$ cat config.mk
export PLATFORM = sky130hd
export DESIGN_NAME = fp_int_mac_seq_flat
export DESIGN_NICKNAME = d
export VERILOG_FILES = /design/src/rtl/fp_int_mac_seq_if.sv /design/src/rtl/fp_int_mac_seq.sv /design/src/flat_wrapper.sv
export SDC_FILE = /design/constraint.sdc
export NUM_CORES = 1
export LEC_CHECK = 0
export BUFFER_PORTS_ARGS = -buffer_cell sky130_fd_sc_hd__buf_2
export CAP_MARGIN = 25
export CORE_ASPECT_RATIO = 1.25
export CORE_UTILIZATION = 35
export CTS_BUF_LIST = sky130_fd_sc_hd__clkbuf_4 sky130_fd_sc_hd__clkbuf_8
export CTS_CLUSTER_DIAMETER = 80
export DETAILED_ROUTE_END_ITERATION = 6
export GPL_TIMING_DRIVEN = 0
export PLACE_DENSITY = 0.59
export SYNTH_ARGS = -nofsm -noshare
export SYNTH_HDL_FRONTEND = slang
export SYNTH_SLANG_ARGS = --single-unit
$ cat constraint.sdc
create_clock -name clk -period 3.32 [get_ports clk]
set_clock_uncertainty 0.1 [all_clocks]
set_input_delay 0.664 -clock clk [delete_from_list [all_inputs] [get_ports clk]]
set_output_delay 0.664 -clock clk [all_outputs]
set_load 0.1 [all_outputs]
$ cat src/rtl/fp_int_mac_seq_if.sv
// Stream and MAC-lane signal bundle for fp_int_mac_seq.
// The slave modport is the sequencer. The master modport is its environment: the tile buffer, the MAC and the result sink.
interface fp_int_mac_seq_if #(
    parameter int ACT_WIDTH = 16,
    parameter int ACC_WIDTH = 32,
    parameter int WGT_WIDTH = 8
);
    logic                 in_valid;
    logic                 in_ready;
    logic [ACT_WIDTH-1:0] in_act;
    logic [WGT_WIDTH-1:0] in_wgt;

    logic                 mac_valid;
    logic [3:0]           mac_precision;
    logic [ACT_WIDTH-1:0] mac_act;
    logic                 mac_w;
    logic [4:0]           mac_exp_set;
    logic [ACC_WIDTH-1:0] mac_acc;
    logic                 mac_done;
    logic [4:0]           mac_exp;
    logic [ACC_WIDTH-1:0] mac_fixed;

    logic                 out_valid;
    logic                 out_ready;
    logic [4:0]           out_exp;
    logic [ACC_WIDTH-1:0] out_fixed;

    modport slave (
        input  in_valid, in_act, in_wgt, mac_done, mac_exp, mac_fixed, out_ready,
        output in_ready, mac_valid, mac_precision, mac_act, mac_w, mac_exp_set,
               mac_acc, out_valid, out_exp, out_fixed
    );

    modport master (
        output in_valid, in_act, in_wgt, mac_done, mac_exp, mac_fixed, out_ready,
        input  in_ready, mac_valid, mac_precision, mac_act, mac_w, mac_exp_set,
               mac_acc, out_valid, out_exp, out_fixed
    );
endinterface

$ cat src/rtl/fp_int_mac_seq.sv
// Sequencer that drives one fp_int_mac lane through a K-element dot product, MSB-first bit-serial weights.
// Optional performance counters are enabled with `define FPMAC_SEQ_PERF_EN.
module fp_int_mac_seq #(
    parameter int ACT_WIDTH = 16,
    parameter int ACC_WIDTH = 32,
    parameter int WGT_WIDTH = 8,
    parameter int LEN_WIDTH = 8,
    parameter int TIMEOUT   = 15
) (
    input  logic                 clk,
    input  logic                 rst_n,
    input  logic                 cfg_start_i,
    input  logic [LEN_WIDTH-1:0] cfg_len_i,
    input  logic [3:0]           cfg_precision_i,
    output logic                 busy_o,
    output logic                 err_o,
    output logic [31:0]          perf_busy_cycles_o,
    output logic [31:0]          perf_stall_cycles_o,
    fp_int_mac_seq_if.slave      bus
);
    localparam int         TW       = (TIMEOUT < 2) ? 1 : $clog2(TIMEOUT + 1);
    localparam logic [4:0] PREC_MAX = 5'(WGT_WIDTH);

    typedef enum logic [2:0] {S_IDLE, S_LOAD, S_SHIFT, S_WAIT, S_OUT} state_t;

    state_t               state_q, state_d;
    logic [LEN_WIDTH-1:0] len_q, len_d, cnt_q, cnt_d, cnt_inc;
    logic [3:0]           prec_q, prec_d, bitcnt_q, bitcnt_d, bit_idx;
    logic [ACT_WIDTH-1:0] act_q, act_d;
    logic [WGT_WIDTH-1:0] wgt_q, wgt_d;
    logic [TW-1:0]        timer_q, timer_d;
    logic [4:0]           exp_q, exp_d;
    logic [ACC_WIDTH-1:0] acc_q, acc_d;
    logic                 err_q, err_d;
    logic                 cfg_ok;

    assign cfg_ok  = (cfg_len_i != '0) && (cfg_precision_i != 4'd0) &&
                     ({1'b0, cfg_precision_i} <= PREC_MAX);
    assign bit_idx = prec_q - 4'd1 - bitcnt_q;
    assign cnt_inc = cnt_q + LEN_WIDTH'(1);
    assign busy_o  = (state_q != S_IDLE);
    assign err_o   = err_q;
    assign bus.mac_precision = prec_q;

    always_ff @(posedge clk or negedge rst_n) begin
        if (!rst_n) begin
            state_q  <= S_IDLE;
            len_q    <= '0;
            cnt_q    <= '0;
            prec_q   <= '0;
            bitcnt_q <= '0;
            act_q    <= '0;
            wgt_q    <= '0;
            timer_q  <= '0;
            exp_q    <= '0;
            acc_q    <= '0;
            err_q    <= 1'b0;
        end else begin
            state_q  <= state_d;
            len_q    <= len_d;
            cnt_q    <= cnt_d;
            prec_q   <= prec_d;
            bitcnt_q <= bitcnt_d;
            act_q    <= act_d;
            wgt_q    <= wgt_d;
            timer_q  <= timer_d;
            exp_q    <= exp_d;
            acc_q    <= acc_d;
            err_q    <= err_d;
        end
    end

    always_comb begin
        state_d         = state_q;
        len_d           = len_q;
        cnt_d           = cnt_q;
        prec_d          = prec_q;
        bitcnt_d        = bitcnt_q;
        act_d           = act_q;
        wgt_d           = wgt_q;
        timer_d         = timer_q;
        exp_d           = exp_q;
        acc_d           = acc_q;
        err_d           = 1'b0;
        bus.in_ready    = 1'b0;
        bus.mac_valid   = 1'b0;
        bus.mac_act     = '0;
        bus.mac_w       = 1'b0;
        bus.mac_exp_set = '0;
        bus.mac_acc     = '0;
        bus.out_valid   = 1'b0;
        bus.out_exp     = '0;
        bus.out_fixed   = '0;

        case (state_q)
            S_IDLE: begin
                if (cfg_start_i) begin
                    if (cfg_ok) begin
                        len_d   = cfg_len_i;
                        prec_d  = cfg_precision_i;
                        exp_d   = '0;
                        acc_d   = '0;
                        cnt_d   = '0;
                        state_d = S_LOAD;
                    end else begin
                        err_d = 1'b1;
                    end
                end
            end
            S_LOAD: begin
                bus.in_ready = 1'b1;
                if (bus.in_valid) begin
                    act_d    = bus.in_act;
                    wgt_d    = bus.in_wgt;
                    bitcnt_d = '0;
                    state_d  = S_SHIFT;
                end
            end
            S_SHIFT: begin
                // Bit precision-1-bitcnt of the weight: MSB of the used field goes first.
                bus.mac_valid   = 1'b1;
                bus.mac_act     = act_q;
                bus.mac_w       = |(wgt_q & (WGT_WIDTH'(1) << bit_idx));
                bus.mac_exp_set = exp_q;
                bus.mac_acc     = acc_q;
                if (bitcnt_q == prec_q - 4'd1) begin
                    timer_d = '0;
                    state_d = S_WAIT;
                end else begin
                    bitcnt_d = bitcnt_q + 4'd1;
                end
            end
            S_WAIT: begin
                if (bus.mac_done) begin
                    exp_d   = bus.mac_exp;
                    acc_d   = bus.mac_fixed;
                    cnt_d   = cnt_inc;
                    state_d = (cnt_inc == len_q) ? S_OUT : S_LOAD;
                end else if (timer_q == TW'(TIMEOUT - 1)) begin
                    err_d   = 1'b1;
                    state_d = S_IDLE;
                end else begin
                    timer_d = timer_q + TW'(1);
                end
            end
            S_OUT: begin
                bus.out_valid = 1'b1;
                bus.out_exp   = exp_q;
                bus.out_fixed = acc_q;
                if (bus.out_ready) begin
                    state_d = S_IDLE;
                end
            end
            default: state_d = S_IDLE;
        endcase
    end

`ifdef FPMAC_SEQ_PERF_EN
    logic [31:0] perf_busy_q, perf_stall_q;
    logic        stall;

    assign stall = ((state_q == S_LOAD) && !bus.in_valid) ||
                   ((state_q == S_OUT) && !bus.out_ready);

    // Both counters stick at all-ones instead of wrapping.
    always_ff @(posedge clk or negedge rst_n) begin
        if (!rst_n) begin
            perf_busy_q  <= '0;
            perf_stall_q <= '0;
        end else if ((state_q == S_IDLE) && cfg_start_i && cfg_ok) begin
            perf_busy_q  <= '0;
            perf_stall_q <= '0;
        end else begin
            if (busy_o && !(&perf_busy_q)) begin
                perf_busy_q <= perf_busy_q + 32'd1;
            end
            if (stall && !(&perf_stall_q)) begin
                perf_stall_q <= perf_stall_q + 32'd1;
            end
        end
    end

    assign perf_busy_cycles_o  = perf_busy_q;
    assign perf_stall_cycles_o = perf_stall_q;
`else
    assign perf_busy_cycles_o  = '0;
    assign perf_stall_cycles_o = '0;
`endif
endmodule

$ cat src/flat_wrapper.sv
// flat-port wrapper written by rule: the top's interface ports become plain ports
module fp_int_mac_seq_flat 
#(
    parameter int ACT_WIDTH = 16,
    parameter int ACC_WIDTH = 32,
    parameter int WGT_WIDTH = 8,
    parameter int LEN_WIDTH = 8,
    parameter int TIMEOUT   = 15
)
  (clk, rst_n, cfg_start_i, cfg_len_i, cfg_precision_i, busy_o, err_o, perf_busy_cycles_o, perf_stall_cycles_o, bus_in_valid, bus_in_act, bus_in_wgt, bus_mac_done, bus_mac_exp, bus_mac_fixed, bus_out_ready, bus_in_ready, bus_mac_valid, bus_mac_precision, bus_mac_act, bus_mac_w, bus_mac_exp_set, bus_mac_acc, bus_out_valid, bus_out_exp, bus_out_fixed);
  fp_int_mac_seq_if #(.ACT_WIDTH(ACT_WIDTH), .ACC_WIDTH(ACC_WIDTH), .WGT_WIDTH(WGT_WIDTH)) bus_i ();
  input  logic clk;
  input  logic rst_n;
  input  logic cfg_start_i;
  input  logic [LEN_WIDTH-1:0] cfg_len_i;
  input  logic [3:0] cfg_precision_i;
  output logic busy_o;
  output logic err_o;
  output logic [31:0] perf_busy_cycles_o;
  output logic [31:0] perf_stall_cycles_o;
  input wire logic [$bits(bus_i.in_valid)-1:0] bus_in_valid;
  input wire logic [$bits(bus_i.in_act)-1:0] bus_in_act;
  input wire logic [$bits(bus_i.in_wgt)-1:0] bus_in_wgt;
  input wire logic [$bits(bus_i.mac_done)-1:0] bus_mac_done;
  input wire logic [$bits(bus_i.mac_exp)-1:0] bus_mac_exp;
  input wire logic [$bits(bus_i.mac_fixed)-1:0] bus_mac_fixed;
  input wire logic [$bits(bus_i.out_ready)-1:0] bus_out_ready;
  output wire logic [$bits(bus_i.in_ready)-1:0] bus_in_ready;
  output wire logic [$bits(bus_i.mac_valid)-1:0] bus_mac_valid;
  output wire logic [$bits(bus_i.mac_precision)-1:0] bus_mac_precision;
  output wire logic [$bits(bus_i.mac_act)-1:0] bus_mac_act;
  output wire logic [$bits(bus_i.mac_w)-1:0] bus_mac_w;
  output wire logic [$bits(bus_i.mac_exp_set)-1:0] bus_mac_exp_set;
  output wire logic [$bits(bus_i.mac_acc)-1:0] bus_mac_acc;
  output wire logic [$bits(bus_i.out_valid)-1:0] bus_out_valid;
  output wire logic [$bits(bus_i.out_exp)-1:0] bus_out_exp;
  output wire logic [$bits(bus_i.out_fixed)-1:0] bus_out_fixed;
  assign bus_i.in_valid = bus_in_valid;
  assign bus_i.in_act = bus_in_act;
  assign bus_i.in_wgt = bus_in_wgt;
  assign bus_i.mac_done = bus_mac_done;
  assign bus_i.mac_exp = bus_mac_exp;
  assign bus_i.mac_fixed = bus_mac_fixed;
  assign bus_i.out_ready = bus_out_ready;
  assign bus_in_ready = bus_i.in_ready;
  assign bus_mac_valid = bus_i.mac_valid;
  assign bus_mac_precision = bus_i.mac_precision;
  assign bus_mac_act = bus_i.mac_act;
  assign bus_mac_w = bus_i.mac_w;
  assign bus_mac_exp_set = bus_i.mac_exp_set;
  assign bus_mac_acc = bus_i.mac_acc;
  assign bus_out_valid = bus_i.out_valid;
  assign bus_out_exp = bus_i.out_exp;
  assign bus_out_fixed = bus_i.out_fixed;
  fp_int_mac_seq #(.ACT_WIDTH(ACT_WIDTH), .ACC_WIDTH(ACC_WIDTH), .WGT_WIDTH(WGT_WIDTH), .LEN_WIDTH(LEN_WIDTH), .TIMEOUT(TIMEOUT)) u_core (.clk(clk), .rst_n(rst_n), .cfg_start_i(cfg_start_i), .cfg_len_i(cfg_len_i), .cfg_precision_i(cfg_precision_i), .busy_o(busy_o), .err_o(err_o), .perf_busy_cycles_o(perf_busy_cycles_o), .perf_stall_cycles_o(perf_stall_cycles_o), .bus(bus_i));
endmodule
==> results of run 1 <==
cell usage in the layout, fill, tap and decap left out, drive strengths merged, types with 3 or more instances in the layout:
master  count
o21ai      54
nand3       5
dfrtp      93
conb       64
xor2        7
ha          8
nor3b       4
inv         9
nand2      90
buf       255
nor4        4
nor2       13
and2       92
a31oi       3
a211o       3
nand2b      4
xnor2      11
clkbuf     33
mux2       37
nor3        3
and3        7
a21oi       5
repair_timing:
| action | CTS | global route |
|---|---|---|
| gates resized for setup | 51 | 3 |
| endpoints found under the setup margin | 72 | 12 |
| cloned | 0 | 0 |
| setup buffers | 1 | 0 |
| pin swaps | 2 | 0 |
| endpoints found under the hold margin | 0 | 0 |
routing by layer:
layer	global-route usage (%)	vias to the layer above
met5	0	-
li1	-	2275
met4	6.371	0
met3	3.955	15
met2	31.87	193
met1	21.22	2042
state kept, by name (all words and copies together), names as in the netlist:
signal	flops
u_core.bus.mac_precision	4
u_core.cnt_q	8
u_core.timer_q	4
u_core.len_q	8
u_core.exp_q	5
u_core.wgt_q	8
u_core.acc_q	32
u_core.state_q	3
u_core.act_q	16
u_core.err_o	1
u_core.bitcnt_q	4
worst max-delay path, cell delays in order (launching register included):
cell and delay [ps]:
dfrtp_2 450, inv_2 90, ha_4 200, fa_2 560, mux4_2 310, mux2_4 280, and3_4 180, buf_12 160
how the worst min path moves through the flow:
stage,from,end,slack (ps),depth (start not counted)
detailed placement,u_core.act_q[7],u_core.act_q[7],390,1
global placement,u_core.act_q[2],u_core.act_q[2],380,1
CTS,rst_n,u_core.act_q[7],110,1
global route,rst_n,u_core.act_q[10],130,1
floorplan,rst_n,u_core.acc_q[0],270,0
finish,rst_n,u_core.act_q[7],110,1
cell families after synthesis:
group,count (synthesis),synth area share [%]
xor+xnor,18,2.922
simple gates,230,22.15
mux,41,8.929
flops,93,43.14
compound gates,79,8.535
fa+ha+maj,9,2.226
buf+inv,105,12.04
other cells,1,0.06951
cell type report:
cell class,count,area (µm²)
fillers,1542,7876
multi-input cells,441,2695
clock buffers,13,172.7
plain buffers,95,625.6
flip-flops and latches,93,2330
repair buffers,180,1023
well taps,182,227.7
inverters,9,33.78
clock inverters,1,30.03
where the power goes:
part / internal [mW] / switching [mW] / leakage (nW)
clock network: 0.411 / 0.379 / 0.105
registers: 1.67 / 0.375 / 1.16
logic: 1.44 / 3.76 / 2.49
per-stage QoR:
step,instances,cell area [µm²],setup slack (ps)
after global placement,999,6756,-497.2
after global routing,1014,7138,-108.1
after CTS,1014,7137,-69.81
final,1014,7138,-42.12
after floorplan,639,5638,-28.71
after detailed placement,1000,6787,-525.7
==> flow_metrics.py, run 1 <==
metrics = {
    "outcome": {
        "status": "finished, violations left",
        "violations": "setup timing",
    },
    "timing": {
        "worst_slack_ps": -42.12,
        "fmax_mhz": 297.4,
        "slew_headroom_pct": 55.72,
        "setup_viol": 1,
        "fin_tns_setup_ps": -42.12,
        "finalCriticalPeriod_ps": 3362,
        "drv_slew": 0,
        "fin_crit_sh_pct": 101.3,
        "rsz0062_at_grt": "true",
        "whs_ps": 109.5,
        "worst_pin_slew_ps": 660.2,
        "hold_viol_final": 0,
    },
    "worst_setup_path": {
        "r2r_slack_ps": 940,
        "rr_startpoint": "u_core.cnt_q[0]",
        "startpoint_type": "flop",
        "r2r-end": "u_core.state_q[0]",
        "end_kind": "output pin",
        "critPathRequiredTime_ps": 2560,
        "reg2regPathDepth": 6,
        "cp-endpoint": "bus_mac_w",
        "worst_ep_arrival_time_ps": 2600,
        "critical_path_class": "reg2out",
        "critPathMaxFanout": 4,
        "critPathLaunch": "u_core.bus.mac_precision[0]",
    },
    "floorplan": {
        "floorplan.die_area_mm2": 0.01592,
        "ios": 243,
        "die_x_um": 113.1,
        "die_y_um": 140.8,
        "initial_core_util_pct": 35.93,
        "rows": 50,
        "fp.coreArea_mm2": 0.01501,
    },
    "logic_synthesis": {
        "synth_edf_count": 0,
        "syn_inst": 576,
        "synth_flop_cell": "dfrtp_1",
        "netlist_area_mm2": 0.005395,
        "synthTopCellsByCount": "93 x dfrtp_1, 92 x and2_1, 89 x nand2_1",
        "synth_cell_type_count": 50,
        "yosysTopAreaCell": "dfrtp_1",
        "async_flop_share_pct": 100.0,
        "yosysMostFrequentCell": "dfrtp_1",
        "ys_seq_area_share_pct": 43.14,
        "ys_seq_elements": 93,
        "yosysWarnings": 0,
        "synth.area.top_cells": "dfrtp_1 43%, and2_1 11%, buf_4 9.0%, nand2_1 6.2%, mux2_2 5.8%",
        "yosys.area.top_type_share_pct": 43.14,
        "syn_avg_cell_area_um2": 9.367,
    },
    "power": {
        "p_total_mw": 8.026,
        "max-vdd-ir-drop_v": 0.0007970,
        "p_leak_nw": 3.761,
        "power_density_mw_per_mm2": 1124,
    },
    "route": {
        "ant_nets": 0,
        "drc_errors": 0,
        "drt_iter0_markers": 158,
        "viasPerCell": 4.463,
        "met1Wirelength_mm": 5.931,
        "wl_met3_mm": 1.097,
        "wl_per_cell_um": 13.93,
        "top_layer": "met4",
        "drtPass1Iterations": 4,
        "dr_total_vias": 4525,
        "wl_met2_mm": 6.858,
        "wl_mm": 14.13,
    },
    "cts": {
        "clk_pin_slew_ps": 90,
        "cts.sinks": 93,
        "clock_path_buffers": 2,
        "cts_tree": "yes",
        "cts_root_buffer": "clkbuf_8",
        "clk_latency_ps": 370,
        "hold_buffers": 0,
        "cts_max_level": 3,
        "cts_inserted_buffers": 9,
    },
    "min_path": {
        "hp-class": "in2async",
    },
    "job": {
        "maxCapViolCount": 0,
    },
    "layout": {
        "drive_gt1_share_pct": 38.46,
        "diodes": 0,
        "fin_util_pct": 47.54,
        "fin_nets": 917,
        "area_delta_synth_final_pct": 32.31,
    },
    "grt": {
        "grt_pass1_vias": 4382,
        "grt_antenna_before_repair": 1,
        "grt_pass1_wl_mm": 22.38,
        "grt_remaining_overflow": 0,
        "grt_max_degree": 68,
        "grt_usage_pct": 17.96,
    },
    "placement": {
        "place_congestion": 0.7931,
        "hpwlAfterDp_mm": 11.01,
        "port_buffers": 178,
    },
}
(Power assumes the default switching activity.)
==> run 2: changes to the inputs <==
==> constraint.sdc (replaced) <==
create_clock -name clk -period 3.67 [get_ports clk]
set_clock_uncertainty 0.1 [all_clocks]
set_input_delay 0.734 -clock clk [delete_from_list [all_inputs] [get_ports clk]]
set_output_delay 0.734 -clock clk [all_outputs]
set_load 0.1 [all_outputs]
==> run 2 against run 1 <==
  * Hold slack improved by 83 ps
  * Critical path type unchanged
  * Via count down 0.35%
  * Critical endpoint unchanged
  * Total power fell by 12%
  * Non-clock buffer count unchanged
  * The flow now finishes without violations
  * Global-route usage decreased by 0.46 points
  * Critical path depth stayed put
  * Register-to-register slack better by 310 ps
  * Largest power group unchanged
==> flow_metrics.py, run 2 (synthesis results as in run 1) <==
metrics = {
    "cts": {
        "cts_inserted_buffers": 9,
        "clk_latency_ps": 360,
        "cts_tree": "yes",
        "hold_buffers": 0,
        "clk_pin_slew_ps": 80,
        "clock_path_buffers": 2,
        "cts.sinks": 93,
        "cts_max_level": 3,
        "cts_root_buffer": "clkbuf_8",
    },
    "outcome": {
        "status": "complete, no violations",
    },
    "layout": {
        "top_regs": "u_core.acc_q (32), u_core.act_q (16)",
        "largest_reg_flops": 32,
        "final_cell_mix": "164 x buf_2, 92 x and2_1, 91 x dfrtp_1",
        "fin_cells": 1015,
        "fin_nets": 917,
        "diodes": 0,
        "layout_commonest_cell": "buf_2",
        "area_delta_synth_final_pct": 31.08,
        "fin_util_pct": 47.10,
        "drive_gt1_share_pct": 37.45,
        "largest-register": "u_core.acc_q",
    },
    "placement": {
        "hpwlAfterDp_mm": 10.57,
        "dp_cells": 1000,
        "port_buffers": 178,
        "place_congestion": 0.7654,
    },
    "route": {
        "viasPerCell": 4.442,
        "wl_per_cell_um": 13.59,
        "dr_total_vias": 4509,
        "drc_errors": 0,
        "drt_iter0_markers": 199,
        "ant_nets": 0,
        "wl_mm": 13.80,
        "drtPass1Iterations": 4,
    },
    "worst_setup_path": {
        "r2r-end": "u_core.state_q[0]",
        "r2r_slack_ps": 1250,
        "cp-endpoint": "bus_mac_w",
        "critPathLaunch": "u_core.bus.mac_precision[0]",
        "path_cells": "inv_1, ha_1, fa_1, mux4_2, mux2_2, and3_2, buf_4",
        "critical-path-max-stage-delay_ps": 570,
        "end_kind": "output pin",
        "critPathMaxFanout": 4,
        "reg2regPathDepth": 6,
        "critPathRequiredTime_ps": 2840,
        "critPathSlowestCell": "fa_1",
        "rr_startpoint": "u_core.cnt_q[0]",
        "worst_ep_arrival_time_ps": 2700,
        "critical_path_class": "reg2out",
        "startpoint_type": "flop",
    },
    "power": {
        "max-vdd-ir-drop_v": 0.0008885,
        "p_total_mw": 7.100,
        "power_density_mw_per_mm2": 1004,
        "p_leak_nw": 3.735,
    },
    "floorplan": {
        "die_x_um": 113.1,
        "floorplan.die_area_mm2": 0.01592,
        "die_y_um": 140.8,
        "initial_core_util_pct": 35.93,
        "rows": 50,
        "fp.coreArea_mm2": 0.01501,
        "ios": 243,
    },
    "timing": {
        "whs_ps": 192.3,
        "rsz0062_at_grt": "false",
        "slew_headroom_pct": 56.27,
        "hold_viol_final": 0,
        "fin_tns_setup_ps": 0,
        "worst_pin_slew_ps": 653.0,
        "fin_crit_sh_pct": 96.24,
        "drv_slew": 0,
        "setup_viol": 0,
        "fmax_mhz": 283.1,
        "finalCriticalPeriod_ps": 3532,
    },
    "min_path": {
        "hp-class": "in2async",
    },
    "grt": {
        "grt_usage_pct": 17.50,
        "grt_pass1_wl_mm": 21.69,
        "grt_antenna_before_repair": 0,
        "grt_max_degree": 69,
        "grt_remaining_overflow": 0,
        "grt_pass1_vias": 4174,
    },
    "job": {
        "maxCapViolCount": 0,
    },
}
-- run 2: layout make-up --
type	instances	area [µm²]
Fill cell	1523	7943
Multi-Input combinational cell	441	2673
Sequential cell	93	2330
Timing Repair Buffer	179	975.9
Buffer	96	619.3
Tap cell	182	227.7
Clock buffer	10	137.6
Clock inverter	5	75.07
Inverter	9	33.78
-- run 2: worst min-delay path by stage --
| stage | slack (ps) | from | endpoint | cells past startpoint |
|---|---|---|---|---|
| CTS | 190 | rst_n | u_core.act_q[1] | 1 |
| global placement | 380 | u_core.act_q[3] | u_core.act_q[3] | 1 |
| global route | 200 | rst_n | u_core.wgt_q[1] | 1 |
| detailed placement | 390 | u_core.act_q[13] | u_core.act_q[13] | 1 |
| floorplan | 340 | rst_n | u_core.acc_q[0] | 0 |
| finish | 190 | rst_n | u_core.wgt_q[0] | 1 |
-- run 2: critical path, delay by kind of cell, from the launching register on --
| family | cells | cell delay (ps) |
|---|---|---|
| adder cells (fa/ha/maj) | 2 | 900 |
| buffers and inverters | 2 | 300 |
| flip-flops | 1 | 400 |
| multiplexers | 2 | 560 |
| AND/OR/NAND/NOR | 1 | 190 |
-- run 2: per-stage QoR --
stage | setup slack (ps) | instance area [µm²]
2_1_floorplan | 51.14 | 5635
3_3_place_gp | -163.4 | 6754
3_5_place_dp | -93.45 | 6784
4_1_cts | 15.13 | 7007
5_1_grt | 18.02 | 7072
6_report | 137.8 | 7072
-- run 2: what timing repair did --
item	CTS	global route
buffers inserted	0	0
hold endpoints to repair	0	0
endpoints found under the setup margin	35	40
resized for setup	4	26
-- run 2: metal layers --
| metal | up-vias | GRT usage, % | wire [µm] |
|---|---|---|---|
| li1 | 2279 | - | - |
| met1 | 2057 | 21.68 | 6091 |
| met2 | 163 | 30.16 | 6669 |
| met3 | 10 | 4.041 | 895 |
| met4 | 0 | 5.263 | 139 |
| met5 | - | 0 | 0 |
-- run 2: power breakdown --
part,switching (mW),total (mW),internal (mW)
clock network,0.355,0.750,0.395
logic,3.35,4.52,1.17
registers,0.328,1.83,1.51
total,4.03,7.10,3.07
